### config.mk
export PLATFORM = sky130hd
export DESIGN_NAME = datapath_ctrl
export DESIGN_NICKNAME = d
export VERILOG_FILES = /design/src/rtl/datapath_ctrl.sv
export SDC_FILE = /design/constraint.sdc
export NUM_CORES = 1
export LEC_CHECK = 0
export BUFFER_PORTS_ARGS = -buffer_cell sky130_fd_sc_hd__buf_2
export CELL_PAD_IN_SITES_DETAIL_PLACEMENT = 1
export CELL_PAD_IN_SITES_GLOBAL_PLACEMENT = 1
export CORE_MARGIN = 4
export CORE_UTILIZATION = 38
export DETAILED_ROUTE_END_ITERATION = 12
export GPL_TIMING_DRIVEN = 0
export PLACE_DENSITY = 0.76
export SYNTH_ARGS = -nofsm -noshare
export SYNTH_HDL_FRONTEND = slang
export SYNTH_SLANG_ARGS = --single-unit
### constraint.sdc
create_clock -name clk -period 2.19 [get_ports clk]
set_input_delay 0.438 -clock clk [delete_from_list [all_inputs] [get_ports clk]]
set_output_delay 0.438 -clock clk [all_outputs]
set_load 0.01 [all_outputs]
### src/rtl/datapath_ctrl.sv
// datapath_ctrl: sequencer for the 4-lane datapath vector unit.
//
// Runs one fixed job per start: load A (4 beats), load B (4 beats), multiply
// (save_c + en_a per lane, MUL_WAIT idle cycles after each), load add1
// (4 beats), optional ADD2 sweep, write F sweep, then a one-cycle done pulse.
// All datapath strobes and din are registered; a beat accepted at edge N shows
// up as din + lane enable in the cycle after edge N.
//
// Configuration macro: DPCTRL_ADD2_EN
//   defined   - ADD2 phase runs between LOAD_ADD1 and WRITE.
//   undefined - ADD2 phase removed, en_add2_1..4 tied to 0.
//
// Ports:
//   clk, rst          clock (rising edge), asynchronous active-low reset
//   start             begin a job, sampled only in IDLE
//   abort             synchronous abort back to IDLE, highest priority
//   s_valid, s_data   operand stream beat (signed, DATA_W bits)
//   s_ready           high in the load states unless abort is asserted
//   din               registered operand to the datapath
//   en_a*, en_b*, en_add1_*, en_add2_*, en_f*   one-cycle lane strobes
//   save_c            one-cycle multiply-capture strobe
//   busy              high whenever not IDLE
//   done              one-cycle job-complete pulse
//   lane              current lane index (debug)
module datapath_ctrl #(
  parameter int unsigned DATA_W   = 8,
  parameter int unsigned MUL_WAIT = 1
) (
  input  logic              clk,
  input  logic              rst,
  input  logic              start,
  input  logic              abort,
  input  logic              s_valid,
  input  logic [DATA_W-1:0] s_data,
  output logic              s_ready,
  output logic [DATA_W-1:0] din,
  output logic              en_a1,
  output logic              en_a2,
  output logic              en_a3,
  output logic              en_a4,
  output logic              en_b1,
  output logic              en_b2,
  output logic              en_b3,
  output logic              en_b4,
  output logic              en_add1_1,
  output logic              en_add1_2,
  output logic              en_add1_3,
  output logic              en_add1_4,
  output logic              en_add2_1,
  output logic              en_add2_2,
  output logic              en_add2_3,
  output logic              en_add2_4,
  output logic              en_f1,
  output logic              en_f2,
  output logic              en_f3,
  output logic              en_f4,
  output logic              save_c,
  output logic              busy,
  output logic              done,
  output logic [1:0]        lane
);

  typedef enum logic [2:0] {
    StIdle,
    StLoadA,
    StLoadB,
    StMul,
    StLoadAdd1,
    StAdd2,
    StWrite,
    StDone
  } state_e;

  localparam logic [2:0] MulWaitC = 3'(MUL_WAIT);

  state_e             state_q, state_d;
  logic [1:0]         lane_q, lane_d;
  logic [2:0]         wait_q, wait_d;
  logic [DATA_W-1:0]  din_q, din_d;
  logic [3:0]         en_a_q, en_a_d;
  logic [3:0]         en_b_q, en_b_d;
  logic [3:0]         en_add1_q, en_add1_d;
  logic [3:0]         en_f_q, en_f_d;
  logic               save_c_q, save_c_d;
  logic               done_q, done_d;
`ifdef DPCTRL_ADD2_EN
  logic [3:0]         en_add2_q, en_add2_d;
`endif

  logic       load_state;
  logic       accept;
  logic       lane_last;
  logic [3:0] lane_dec;

  assign load_state = (state_q == StLoadA) || (state_q == StLoadB) ||
                      (state_q == StLoadAdd1);
  // A beat offered during abort must not be consumed.
  assign s_ready    = load_state && !abort;
  assign accept     = s_valid && s_ready;
  assign lane_last  = (lane_q == 2'd3);
  assign lane_dec   = 4'b0001 << lane_q;

  always_comb begin
    state_d   = state_q;
    lane_d    = lane_q;
    wait_d    = wait_q;
    din_d     = din_q;
    en_a_d    = '0;
    en_b_d    = '0;
    en_add1_d = '0;
    en_f_d    = '0;
    save_c_d  = 1'b0;
    done_d    = 1'b0;
`ifdef DPCTRL_ADD2_EN
    en_add2_d = '0;
`endif
    if (abort) begin
      state_d = StIdle;
      lane_d  = '0;
      wait_d  = '0;
    end else begin
      unique case (state_q)
        StIdle: begin
          if (start) begin
            state_d = StLoadA;
            lane_d  = '0;
            wait_d  = '0;
          end
        end
        StLoadA: begin
          if (accept) begin
            din_d  = s_data;
            en_a_d = lane_dec;
            lane_d = lane_q + 2'd1;
            if (lane_last) state_d = StLoadB;
          end
        end
        StLoadB: begin
          if (accept) begin
            din_d  = s_data;
            en_b_d = lane_dec;
            lane_d = lane_q + 2'd1;
            if (lane_last) begin
              state_d = StMul;
              wait_d  = '0;
            end
          end
        end
        StMul: begin
          // wait_q == 0 is the capture cycle; the lane advances once the
          // post-capture idle count reaches MUL_WAIT (same cycle if zero).
          if (wait_q == '0) begin
            save_c_d = 1'b1;
            en_a_d   = lane_dec;
          end
          if (wait_q == MulWaitC) begin
            wait_d = '0;
            lane_d = lane_q + 2'd1;
            if (lane_last) state_d = StLoadAdd1;
          end else begin
            wait_d = wait_q + 3'd1;
          end
        end
        StLoadAdd1: begin
          if (accept) begin
            din_d     = s_data;
            en_add1_d = lane_dec;
            lane_d    = lane_q + 2'd1;
`ifdef DPCTRL_ADD2_EN
            if (lane_last) state_d = StAdd2;
`else
            if (lane_last) state_d = StWrite;
`endif
          end
        end
`ifdef DPCTRL_ADD2_EN
        StAdd2: begin
          en_add2_d = lane_dec;
          lane_d    = lane_q + 2'd1;
          if (lane_last) state_d = StWrite;
        end
`endif
        StWrite: begin
          en_f_d = lane_dec;
          lane_d = lane_q + 2'd1;
          if (lane_last) state_d = StDone;
        end
        StDone: begin
          done_d  = 1'b1;
          state_d = StIdle;
        end
        default: begin
          state_d = StIdle;
          lane_d  = '0;
          wait_d  = '0;
        end
      endcase
    end
  end

  always_ff @(posedge clk or negedge rst) begin
    if (!rst) begin
      state_q   <= StIdle;
      lane_q    <= '0;
      wait_q    <= '0;
      din_q     <= '0;
      en_a_q    <= '0;
      en_b_q    <= '0;
      en_add1_q <= '0;
      en_f_q    <= '0;
      save_c_q  <= 1'b0;
      done_q    <= 1'b0;
`ifdef DPCTRL_ADD2_EN
      en_add2_q <= '0;
`endif
    end else begin
      state_q   <= state_d;
      lane_q    <= lane_d;
      wait_q    <= wait_d;
      din_q     <= din_d;
      en_a_q    <= en_a_d;
      en_b_q    <= en_b_d;
      en_add1_q <= en_add1_d;
      en_f_q    <= en_f_d;
      save_c_q  <= save_c_d;
      done_q    <= done_d;
`ifdef DPCTRL_ADD2_EN
      en_add2_q <= en_add2_d;
`endif
    end
  end

  assign din       = din_q;
  assign busy      = (state_q != StIdle);
  assign done      = done_q;
  assign lane      = lane_q;
  assign save_c    = save_c_q;
  assign en_a1     = en_a_q[0];
  assign en_a2     = en_a_q[1];
  assign en_a3     = en_a_q[2];
  assign en_a4     = en_a_q[3];
  assign en_b1     = en_b_q[0];
  assign en_b2     = en_b_q[1];
  assign en_b3     = en_b_q[2];
  assign en_b4     = en_b_q[3];
  assign en_add1_1 = en_add1_q[0];
  assign en_add1_2 = en_add1_q[1];
  assign en_add1_3 = en_add1_q[2];
  assign en_add1_4 = en_add1_q[3];
  assign en_f1     = en_f_q[0];
  assign en_f2     = en_f_q[1];
  assign en_f3     = en_f_q[2];
  assign en_f4     = en_f_q[3];
`ifdef DPCTRL_ADD2_EN
  assign en_add2_1 = en_add2_q[0];
  assign en_add2_2 = en_add2_q[1];
  assign en_add2_3 = en_add2_q[2];
  assign en_add2_4 = en_add2_q[3];
`else
  assign en_add2_1 = 1'b0;
  assign en_add2_2 = 1'b0;
  assign en_add2_3 = 1'b0;
  assign en_add2_4 = 1'b0;
`endif

endmodule
Word level (Yosys, flattened, before mapping)
Cells that the tools add are included.
- register bits: 34
- input port bits: 13
- output and inout bits: 34
- word-level logic and storage cells: 87
- add/sub/neg operators: 2
- equal/unequal tests: 21
- shift operators: 1
- multiplexer cells: 38
- bitwise operators: 1
- reductions and logical operators: 14
- operator list (operator ; number):
    3-bit two-way mux ; 16
    4-bit two-way mux ; 9
    3-bit != test, second input constant ; 10
    3-bit case mux with 6 select lines ; 1
    3-bit case mux with 4 select lines ; 1
    2-bit case mux with 5 select lines ; 1
    10-bit AND reduction ; 1
    3-bit equality test, second input constant ; 3
    2-bit two-way mux ; 4
    4-bit case mux with 2 select lines ; 1
    4-bit AND reduction ; 2
    3-bit by 1-bit equality test with 1-bit output, second input constant ; 2
    3-bit by 2-bit equality test with 1-bit output, second input constant ; 2
    3-bit logical NOT ; 2
    1-bit two-way mux ; 5
    4-bit OR reduction ; 1
    1-bit by 2-bit left shift with 4-bit output, first input constant ; 1
    3-bit by 1-bit adder with 3-bit output, second input constant ; 1
    3-bit by 1-bit != test with 1-bit output, second input constant ; 1
    3-bit AND reduction ; 1
    3-bit nonzero test ; 1
    3-bit OR reduction ; 1
    2-bit by 1-bit adder with 2-bit output, second input constant ; 1
    2-bit equality test, second input constant ; 1
    other kinds (6) ; 8

Logic depth before layout (Yosys ltp)
Gate-level depths: netlist of run 1.
- depth after elaboration: 8
- depth in mapped cells: 6
- gate-level depth less buffers: 6

Worst setup path after synthesis of run 1
OpenSTA, ideal clock, no wires.
- path type: reg-to-reg
- from: register state_q[1]
- to: register lane_q[0], in the netlist lane[0]
- setup time: 0.124 ns
- data arrival time: 1.652 ns
- required time: 2.066 ns
- slack: 0.414 ns
- cell stages (with the launch flop): 6
- buffers on the path: 0
- period minus slack after synthesis: 1.776 ns
- path through: dfrtp_1 > or3_4 > o32a_1 > o31ai_4 > a2111oi_0 > a211o_1
- word-level cells in the longest chain between the ends: 7
- elaborated cells between the ends (all ways): 19
- classes of those cells: eq/ne: 10; mux: 2; reduce/logical: 7
- RTL lines (what ; RTL line ; text):
    start, declared ; 76 ; state_e state_q, state_d;
    start signal, assigned ; 203 ; state_q <= StIdle;
    start signal, assigned ; 217 ; state_q <= state_d;
    3-bit by 1-bit equality test with 1-bit output or 3-bit by 2-bit equality test with 1-bit output (tied branches) ; 95, 122 ;
    1-bit logical OR (2 in series) ; 95 ; assign load_state = (state_q == StLoadA) || (state_q == StLoadB) ||
    1-bit logical AND ; 98 ; assign s_ready = load_state && !abort;
    1-bit logical AND ; 99 ; assign accept = s_valid && s_ready;
    3-bit by 1-bit != test with 1-bit output (no line) ; - ;
    4-bit AND reduction (no line) ; - ;
    end signal, assigned ; 218 ; lane_q <= lane_d;
    end, declared ; 77 ; logic [1:0] lane_q, lane_d;
Parallel ways exist; a longest one is shown, timed or not.
A chain may end at the register's enable or synchronous reset.

Final worst setup path of run 1
- from: register lane_q[0], in the netlist lane[0]
- to: register wait_q[1]
- word-level cells in the longest chain between the ends: 3
- RTL lines (what ; RTL line ; text):
    2-bit equality test ; 100 ; assign lane_last = (lane_q == 2'd3);
    3-bit != test (no line) ; - ;
    4-bit AND reduction (no line) ; - ;
    end signal, assigned ; 219 ; wait_q <= wait_d;
    end, declared ; 78 ; logic [2:0] wait_q, wait_d;
Every way passes these cells.

==> flow_metrics.env, run 1 <==
export IMPL_status="complete, no violations"
export IMPL_muxShareOfSynthArea=0.0715
export IMPL_post_synth_fa_ha_maj_area_fraction=0.0325
export IMPL_syn_instance_count=137
export IMPL_detailedPlace_worstSlack_ns=0.261
export IMPL_synth_compound_area_share=0.116
export IMPL_rows=22
export IMPL_criticalPathCategory="flop to flop"
export IMPL_worst_slack_ns=0.267
export IMPL_asyncSetResetFlopFracSynth=1.00
export IMPL_dpl_hpwl_um=2910
export IMPL_die_h_um=71.7
export IMPL_layout_drive_gt1_share=0.303
export IMPL_synth_seq_cells=34
export IMPL_core_region_area_um2=3800
export IMPL_synth_warnings=0
export IMPL_fill_cells=432
export IMPL_clockRootBuffer="sky130_fd_sc_hd__clkbuf_8"
export IMPL_routed_wire_length_per_instance_um=15.8
export IMPL_setup_viol=0
export IMPL_synthMostInstantiatedCell="sky130_fd_sc_hd__dfrtp_1"
export IMPL_leading_post_synthesis_cells_by_cell_area="sky130_fd_sc_hd__dfrtp_1 (55%), sky130_fd_sc_hd__mux2_1 (5.8%), sky130_fd_sc_hd__ha_1 (3.2%)"
export IMPL_crit_fanout=8
export IMPL_areaGrowthSynthToFinish_pct=23.1
export IMPL_cp_data_arrival_time_ns=2.13
export IMPL_utilization=0.499
export IMPL_timing_rr_start="lane[0]$_DFFE_PN0P_"
export IMPL_finalHoldWorstSlack_ns=0.219
export IMPL_synthesis_area_per_instance_um2=11.2
export IMPL_tightestPinTransition_ns=0.745
export IMPL_worstSetupStartpointType="flop"
export IMPL_max_clock_skew_ns=0.00673
export IMPL_min_delay_path_class="input pin to async pin"
export IMPL_crit_required_ns=2.40
export IMPL_vias=1185
export IMPL_floorplan_die_width_um=71.7
export IMPL_clk_latency_ns=0.28
export IMPL_power_density_cell_area_nw_per_um2=947
export IMPL_post_layout_total_power_mw=1.79
export IMPL_cts_tree="built"
export IMPL_synth_enable_flop_cells=0
export IMPL_finalSetupTns_ns=0
export IMPL_gp_congestion=0.765
export IMPL_avgViaCountPerCell=5.02
export IMPL_simple_gate_portion_of_the_synthesized_area=0.167
export IMPL_first_drt_iteration_drcs=54
export IMPL_global_route_wire_length_before_repair_um=6130
export IMPL_total_leakage_power_nw=0.997
export IMPL_tritoncts_sinks=34
export IMPL_antenna_cells=0
export IMPL_clock_path_buffers=2
export IMPL_die_area_um2=5140
export IMPL_synth_distinct_cells=41
export IMPL_cts_setup_buffers=0
export IMPL_post_synth_xor_area_fraction=0.00569
export IMPL_finalNetCount=205
export IMPL_max_clock_freq_ghz=0.520
export IMPL_final_period_utilization=0.878
export IMPL_io_buffers=41
export IMPL_ant_nets=0
export IMPL_detail_route_drc_violations=0
export IMPL_synth_largest_area_cell="sky130_fd_sc_hd__dfrtp_1"
export IMPL_floorplan_initialDensity=0.405
export IMPL_grt_start_max_net_pins=35
export IMPL_timing_hold_violations_final=0
export IMPL_h_tree_depth=2
export IMPL_worstSetupStartpoint="lane[0]$_DFFE_PN0P_"
export IMPL_finalWorstPathRequiredPeriod_ns=1.92
export IMPL_crit_path_end_kind="flop"
export IMPL_vdd_ir_drop_worst_uv=277
export IMPL_setup_repair_after_global_routing_missed_its_margin="no"
export IMPL_grt_pass1_vias=1259
export IMPL_synth_top_cell_area_share=0.552
export IMPL_top_level_ports=47
export IMPL_relSlewSlack=0.503
export IMPL_grt_util_all_layers=0.153
export IMPL_detail_route_wirelength_um=3740
export IMPL_cts_made_buffers=5
export IMPL_total_of_max_cap_violations=0
export IMPL_drt_pre_antenna_iters=4
export IMPL_synthesized_cell_area_um2=1540
export IMPL_post_cts_hold_buffer_count=0
export IMPL_number_of_antenna_violations_at_the_first_check_in_global_routing=0
export IMPL_synth_commonest_cells="sky130_fd_sc_hd__dfrtp_1 (34), sky130_fd_sc_hd__nor2_1 (11), sky130_fd_sc_hd__mux2_1 (8), sky130_fd_sc_hd__inv_1 (7)"
export IMPL_path_clk_slew_ns=0.07
export IMPL_post_cts_sizing=0
export IMPL_synth_ff_type="sky130_fd_sc_hd__dfrtp_1"
export IMPL_dominant_combinational_cell_family_by_area_after_synthesis="simple AND/OR/NAND/NOR gates"
export IMPL_overflow=0
export IMPL_maxSlewViolCount=0
export IMPL_share_of_the_yosys_chip_area_belonging_to_registers=0.552
[sequential cells by signal, indices dropped and copies added, names as in the netlist]
register	count
en_a_q	4
en_add1_q	4
save_c	1
done	1
state_q	3
en_b_q	4
din	8
lane	2
en_f_q	4
wait_q	3
[critical path: stages, from the launching register on]
cell,delay [ns]
sky130_fd_sc_hd__dfrtp_1,0.45
sky130_fd_sc_hd__ha_1,0.34
sky130_fd_sc_hd__a21o_1,0.21
sky130_fd_sc_hd__a22o_1,0.17
sky130_fd_sc_hd__a211oi_1,0.43
sky130_fd_sc_hd__nor2_1,0.09
sky130_fd_sc_hd__a21oi_1,0.16
[per-stage QoR]
stage / std cells / area (µm²)
global placement: 229 / 1820
CTS: 236 / 1900
global route: 236 / 1900
floorplan: 140 / 1550
finish: 236 / 1900
detailed placement: 229 / 1820
[worst paths after layout]
path | end | slack, ns | cells past startpoint
worst max-delay path | wait_q[1]$_DFFE_PN0P_ | 0.27 | 6
worst min-delay path | lane[1]$_DFFE_PN0P_ | 0.22 | 1
worst max register to register | wait_q[1]$_DFFE_PN0P_ | 0.27 | 6
worst min register to register | din[5]$_DFFE_PN0P_ | 0.49 | 1
max in group asynchronous | din[3]$_DFFE_PN0P_ | 1.50 | 1
min in group clk | din[7]$_DFFE_PN0P_ | 0.37 | 2
[layer usage]
metal | part of all wire | global-route usage | vias to the layer above
met5 | 0 | 0 | -
met4 | 0.014 | 0.0376 | 0
met3 | 0.072 | 0.0589 | 7
met2 | 0.49 | 0.265 | 36
met1 | 0.42 | 0.178 | 565
li1 | - | - | 577
[cell usage in the layout, fill, tap and decap left out, drive strengths merged, types with 2 or more instances in the layout]
cell type,synthesis,layout
nand2,5,5
conb,1,4
mux2,8,8
nor3,2,2
or3,2,2
a21oi,3,3
nand3,2,2
and3,5,5
a21o,2,2
nor2b,2,2
clkbuf,4,9
mux2i,2,2
nor2,11,11
dfrtp,34,34
nand2b,2,2
o21ai,9,9
buf,6,47
ha,4,4
o31ai,2,2
nor4,5,5
clkinv,0,2
and2,4,4
inv,7,7
[cells by family after synthesis]
| logic type | after synthesis |
|---|---|
| and+or+nand+nor | 45 |
| DFF | 34 |
| AOI/OAI and AO/OA | 25 |
| buffers and inverters | 17 |
| muxes | 10 |
| adders and majority gates | 4 |
| other | 1 |
| xor gates and xnor gates | 1 |
[where the power goes]
| group | leakage (nW) | internal, mW | switching, mW |
|---|---|---|---|
| Sequential | 0.455 | 0.731 | 0.0764 |
| Clock | 0.0438 | 0.213 | 0.212 |
| Combinational | 0.499 | 0.239 | 0.323 |
[final cells by class]
type	instances	area (µm²)	area share
plain buffers	10	55.1	0.0290
clock buffers	5	68.8	0.0363
clock inverters	2	10.0	0.00528
inverters	7	26.3	0.0139
multi-input cells	89	619	0.327
flip-flops and latches	34	851	0.449
well taps	48	60.1	0.0317
repair buffers	41	205	0.108
Note: power is estimated with default switching activity, not from simulation.
==> run 2, diff against run 1 <==
- CELL_PAD_IN_SITES_DETAIL_PLACEMENT: 1 -> unset
- CELL_PAD_IN_SITES_GLOBAL_PLACEMENT: 1 -> unset
- CORE_UTILIZATION: 38 -> 50
- PLACE_DENSITY: 0.76 -> 0.77
- REMOVE_ABC_BUFFERS: unset -> 1
==> run 2 against run 1 <==
Compared with the run above:
- combinational power is 7.0% lower
- die area is 21% lower
- clock skew is 0.0016 ns lower
- worst hold slack worse by 0.067 ns
- critical endpoint is now s_ready
- non-clock buffer count is 9 lower
- highest routed layer unchanged
- critical path type is now flop to output pin
- largest power group unchanged
==> flow_metrics.env, run 2 (synthesis results as in run 1) <==
export IMPL_drt_pre_antenna_iters=4
export IMPL_cts_made_buffers=5
export IMPL_worstSetupStartpointType="flop"
export IMPL_rows=19
export IMPL_cts_tree="built"
export IMPL_antenna_cells=0
export IMPL_io_buffers=42
export IMPL_finalNetCount=196
export IMPL_clk_latency_ns=0.33
export IMPL_tritoncts_sinks=34
export IMPL_dpl_cell_count=203
export IMPL_grt_pass1_vias=1155
export IMPL_areaGrowthSynthToFinish_pct=17.4
export IMPL_path_buf_inv=1
export IMPL_r2r_cells=5
export IMPL_post_layout_total_power_mw=1.71
export IMPL_final_period_utilization=0.934
export IMPL_detail_route_wirelength_um=3100
export IMPL_critical_path_max_stage_delay_ns=0.53
export IMPL_criticalPathCategory="flop to output pin"
export IMPL_r2r_slack_ns=0.22
export IMPL_vdd_ir_drop_worst_uv=536
export IMPL_post_cts_hold_buffer_count=0
export IMPL_layoutNonFillerInstCount=211
export IMPL_avgViaCountPerCell=5.57
export IMPL_h_tree_depth=2
export IMPL_maxSlewViolCount=0
export IMPL_core_region_area_um2=2850
export IMPL_die_h_um=63.5
export IMPL_detail_route_drc_violations=0
export IMPL_setup_viol=0
export IMPL_path_clk_slew_ns=0.10
export IMPL_post_cts_sizing=0
export IMPL_finalSetupTns_ns=0
export IMPL_vias=1175
export IMPL_max_clock_skew_ns=0.00516
export IMPL_floorplan_die_width_um=63.5
export IMPL_first_drt_iteration_drcs=60
export IMPL_tightestPinTransition_ns=0.720
export IMPL_utilization=0.634
export IMPL_ant_nets=0
export IMPL_r2r_end="lane[0]$_DFFE_PN0P_"
export IMPL_placed_instance_area_um2=1750
export IMPL_cp_data_arrival_time_ns=1.61
export IMPL_max_clock_freq_ghz=0.489
export IMPL_routed_wire_length_per_instance_um=14.7
export IMPL_status="complete, no violations"
export IMPL_clockRootBuffer="sky130_fd_sc_hd__clkbuf_4"
export IMPL_timing_hold_violations_final=0
export IMPL_dpl_hpwl_um=2250
export IMPL_largest_register_ff_count=8
export IMPL_min_delay_path_class="input pin to async pin"
export IMPL_floorplan_initialDensity=0.540
export IMPL_worst_slack_ns=0.145
export IMPL_gp_congestion=0.845
export IMPL_number_of_antenna_violations_at_the_first_check_in_global_routing=0
export IMPL_setup_repair_after_global_routing_missed_its_margin="no"
export IMPL_global_route_wire_length_before_repair_um=5280
export IMPL_finalWorstPathRequiredPeriod_ns=2.04
export IMPL_grt_util_all_layers=0.170
export IMPL_detailedPlace_worstSlack_ns=0.149
export IMPL_power_density_cell_area_nw_per_um2=944
export IMPL_mostFrequentLayoutCells="sky130_fd_sc_hd__buf_2 (42), sky130_fd_sc_hd__dfrtp_1 (32), sky130_fd_sc_hd__nor2_1 (11)"
export IMPL_cp_cell_sequence="xor2_1, o21ai_1, nor2_1, buf_2"
export IMPL_postLayoutCellArea_um2=1810
export IMPL_die_area_um2=4030
export IMPL_layout_commonest_cell="sky130_fd_sc_hd__buf_2"
export IMPL_total_leakage_power_nw=0.954
export IMPL_slowest_stage="sky130_fd_sc_hd__dfrtp_2"
export IMPL_layout_drive_gt1_share=0.300
export IMPL_finalHoldWorstSlack_ns=0.153
export IMPL_grt_start_max_net_pins=35
export IMPL_timing_rr_start="state_q[1]$_DFFE_PN0P_"
export IMPL_cts_setup_buffers=0
export IMPL_overflow=0
export IMPL_relSlewSlack=0.520
export IMPL_crit_required_ns=1.75
export IMPL_crit_path_end_kind="output pin"
export IMPL_clock_path_buffers=2
export IMPL_crit_family="flip-flops"
export IMPL_crit_fanout=16
export IMPL_total_of_max_cap_violations=0
export IMPL_top_level_ports=47
==> run 2: cell count changes in the layout (fill, tap and decap cells not counted) <==
| cell | change |
|---|---|
| sky130_fd_sc_hd__clkbuf_4 | +5 |
| sky130_fd_sc_hd__clkbuf_8 | -4 |
| sky130_fd_sc_hd__buf_2 | -1 |
| sky130_fd_sc_hd__dfrtp_2 | +2 |
| sky130_fd_sc_hd__clkbuf_1 | -3 |
| sky130_fd_sc_hd__buf_4 | -4 |
| sky130_fd_sc_hd__dfrtp_1 | -2 |
| sky130_fd_sc_hd__clkinv_2 | -1 |
==> run 2: worst max-delay path by stage <==
stage                                 startpoint             endpoint  slack, ns  cells after the start
after floorplan           state_q[1]$_DFFE_PN0P_  lane[0]$_DFFE_PN0P_       0.30                      5
after global placement                     abort  lane[0]$_DFFE_PN0P_       0.17                      6
after CTS                 state_q[1]$_DFFE_PN0P_              s_ready       0.04                      4
after detailed placement                   abort  lane[0]$_DFFE_PN0P_       0.15                      6
after global routing      state_q[1]$_DFFE_PN0P_              s_ready       0.05                      4
final                     state_q[1]$_DFFE_PN0P_              s_ready       0.15                      4
==> run 2: cell type report <==
cell class	count	area, µm²
Fill cell	231	1040
Inverter	7	26.3
Clock buffer	7	55.1
Clock inverter	1	5.00
Timing Repair Buffer	42	210
Sequential cell	34	853
Multi-Input combinational cell	89	619
Tap cell	31	38.8
==> run 2: layer usage <==
layer	vias to the layer above	global-route usage	routed length, µm
met5	-	0	0
met4	0	0.0647	46
met3	6	0.0675	195
met2	36	0.276	1530
met1	573	0.200	1330
li1	560	-	-
==> run 2: where the power goes <==
group	internal (mW)	switching, mW	leakage [nW]
clock network	0.155	0.201	0.0353
registers	0.732	0.0969	0.452
logic	0.230	0.292	0.466
==> run 3, diff against run 2 <==
- CORE_UTILIZATION: 50 -> 54
- PLACE_DENSITY: 0.77 -> 0.82
- clock period: 2.19 -> 2.4 ns (I/O delays scaled with it)
==> run 3 against run 2 <==
Compared with the run above:
- die area shrank 6.5%
- final cell count is the same
- clock-buffer cell count is the same
- clock power shrank 7.9%
- register-to-register slack gained 0.11 ns
- non-clock buffer count is the same
- core utilization grew 2.7 points
- sequential share of layout area shrank 0.073 points
- global-route usage grew 1.6 points
- first-iteration DRC count is the same
- sequential cell count is the same
- critical endpoint unchanged
- largest cell class unchanged
- highest routed layer unchanged
==> flow_metrics.env, run 3 (synthesis results as in run 1) <==
export IMPL_final_period_utilization=0.896
export IMPL_crit_path_end_kind="output pin"
export IMPL_path_buf_inv=1
export IMPL_clk_latency_ns=0.34
export IMPL_dpl_hpwl_um=2320
export IMPL_crit_family="flip-flops"
export IMPL_h_tree_depth=2
export IMPL_layout_commonest_cell="sky130_fd_sc_hd__buf_2"
export IMPL_total_leakage_power_nw=0.957
export IMPL_min_delay_path_class="input pin to async pin"
export IMPL_r2r_end="lane[0]$_DFFE_PN0P_"
export IMPL_top_level_ports=47
export IMPL_multi_input_comb_area_um2=619
export IMPL_drt_pre_antenna_iters=4
export IMPL_timing_hold_violations_final=0
export IMPL_ff_latch_area_um2=851
export IMPL_r2r_cells=5
export IMPL_core_region_area_um2=2730
export IMPL_post_cts_hold_buffer_count=0
export IMPL_dpl_cell_count=203
export IMPL_fill_cells=208
export IMPL_die_area_um2=3770
export IMPL_layoutNonFillerInstCount=211
export IMPL_detail_route_drc_violations=0
export IMPL_vias=1188
export IMPL_cts_tree="built"
export IMPL_floorplan_initialDensity=0.563
export IMPL_post_cts_sizing=0
export IMPL_tritoncts_sinks=34
export IMPL_path_clk_slew_ns=0.10
export IMPL_rows=19
export IMPL_vdd_ir_drop_worst_uv=697
export IMPL_critical_path_max_stage_delay_ns=0.57
export IMPL_areaGrowthSynthToFinish_pct=17.2
export IMPL_grt_start_max_net_pins=35
export IMPL_clockRootBuffer="sky130_fd_sc_hd__clkbuf_4"
export IMPL_global_route_wire_length_before_repair_um=5050
export IMPL_total_of_max_cap_violations=0
export IMPL_crit_fanout=16
export IMPL_status="complete, no violations"
export IMPL_avgViaCountPerCell=5.63
export IMPL_cp_cell_sequence="xor2_1, o21ai_1, nor2_1, buf_2"
export IMPL_max_clock_freq_ghz=0.465
export IMPL_slowest_stage="sky130_fd_sc_hd__dfrtp_1"
export IMPL_mostFrequentLayoutCells="sky130_fd_sc_hd__buf_2 (42), sky130_fd_sc_hd__dfrtp_1 (34), sky130_fd_sc_hd__nor2_1 (11)"
export IMPL_tightestPinTransition_ns=0.726
export IMPL_largest_register_ff_count=8
export IMPL_routed_wire_length_per_instance_um=15.1
export IMPL_overflow=0
export IMPL_antenna_cells=0
export IMPL_power_density_cell_area_nw_per_um2=865
export IMPL_cts_made_buffers=5
export IMPL_cts_setup_buffers=0
export IMPL_grt_pass1_vias=1093
export IMPL_max_clock_skew_ns=0.00917
export IMPL_grt_util_all_layers=0.186
export IMPL_die_h_um=61.4
export IMPL_finalWorstPathRequiredPeriod_ns=2.15
export IMPL_finalNetCount=196
export IMPL_crit_required_ns=1.92
export IMPL_layout_drive_gt1_share=0.289
export IMPL_maxSlewViolCount=0
export IMPL_detail_route_wirelength_um=3190
export IMPL_number_of_antenna_violations_at_the_first_check_in_global_routing=0
export IMPL_timing_rr_start="state_q[1]$_DFFE_PN0P_"
export IMPL_setup_repair_after_global_routing_missed_its_margin="no"
export IMPL_r2r_slack_ns=0.33
export IMPL_clock_path_buffers=2
export IMPL_setup_viol=0
export IMPL_cp_data_arrival_time_ns=1.67
export IMPL_ant_nets=0
export IMPL_io_buffers=42
export IMPL_gp_congestion=0.785
export IMPL_criticalPathCategory="flop to output pin"
export IMPL_first_drt_iteration_drcs=60
export IMPL_floorplan_die_width_um=61.4
export IMPL_worstSetupStartpointType="flop"
export IMPL_finalSetupTns_ns=0
export IMPL_relSlewSlack=0.516
## run 3: cell type report
cell class	count	share of cell area
Timing Repair Buffer	42	0.116
Clock inverter	1	0.00277
Sequential cell	34	0.471
Tap cell	31	0.0215
Inverter	7	0.0146
Multi-Input combinational cell	89	0.343
Clock buffer	7	0.0305
## run 3: how the worst max path moves through the flow
stage               cells after the start                  end              startpoint
floorplan                               5  lane[0]$_DFFE_PN0P_  state_q[1]$_DFFE_PN0P_
global placement                        5  lane[0]$_DFFE_PN0P_  state_q[1]$_DFFE_PN0P_
detailed placement                      6  lane[0]$_DFFE_PN0P_                   abort
CTS                                     4              s_ready  state_q[1]$_DFFE_PN0P_
global route                            4              s_ready  state_q[1]$_DFFE_PN0P_
finish                                  4              s_ready  state_q[1]$_DFFE_PN0P_
## run 3: power by group
group / switching (mW) / total [mW] / internal [mW] / leakage (nW)
combinational: 0.269 / 0.478 / 0.210 / 0.466
clock: 0.186 / 0.328 / 0.142 / 0.0353
sequential: 0.0890 / 0.755 / 0.666 / 0.455
## run 3: worst reg2reg max path, cell delays in order, from the launching register on
cell	delay, ns
sky130_fd_sc_hd__dfrtp_1	0.57
sky130_fd_sc_hd__or3_4	0.48
sky130_fd_sc_hd__o32a_1	0.33
sky130_fd_sc_hd__o31ai_4	0.13
sky130_fd_sc_hd__a2111oi_0	0.16
sky130_fd_sc_hd__a211o_1	0.30
## run 3: stage by stage
stage          utilization  total power, mW  area [µm²]  hold WS [ns]  worst slack (ns)
2_1_floorplan            -             1.04        1500         0.184             0.511
3_3_place_gp         0.638             1.22        1750         0.468             0.431
3_5_place_dp         0.638             1.25        1750         0.480             0.255
4_1_cts              0.660             1.57        1810         0.211             0.253
5_1_grt              0.660             1.66        1810         0.243             0.107
6_report             0.660             1.56        1810         0.189             0.249
## run 3: per-layer routing
metal  share of wire  GRT usage  routed length (µm)
met3           0.079     0.0503                 252
met1            0.40      0.223                1280
met2            0.50      0.325                1610
met4           0.014     0.0606                  46
met5               0          0                   0
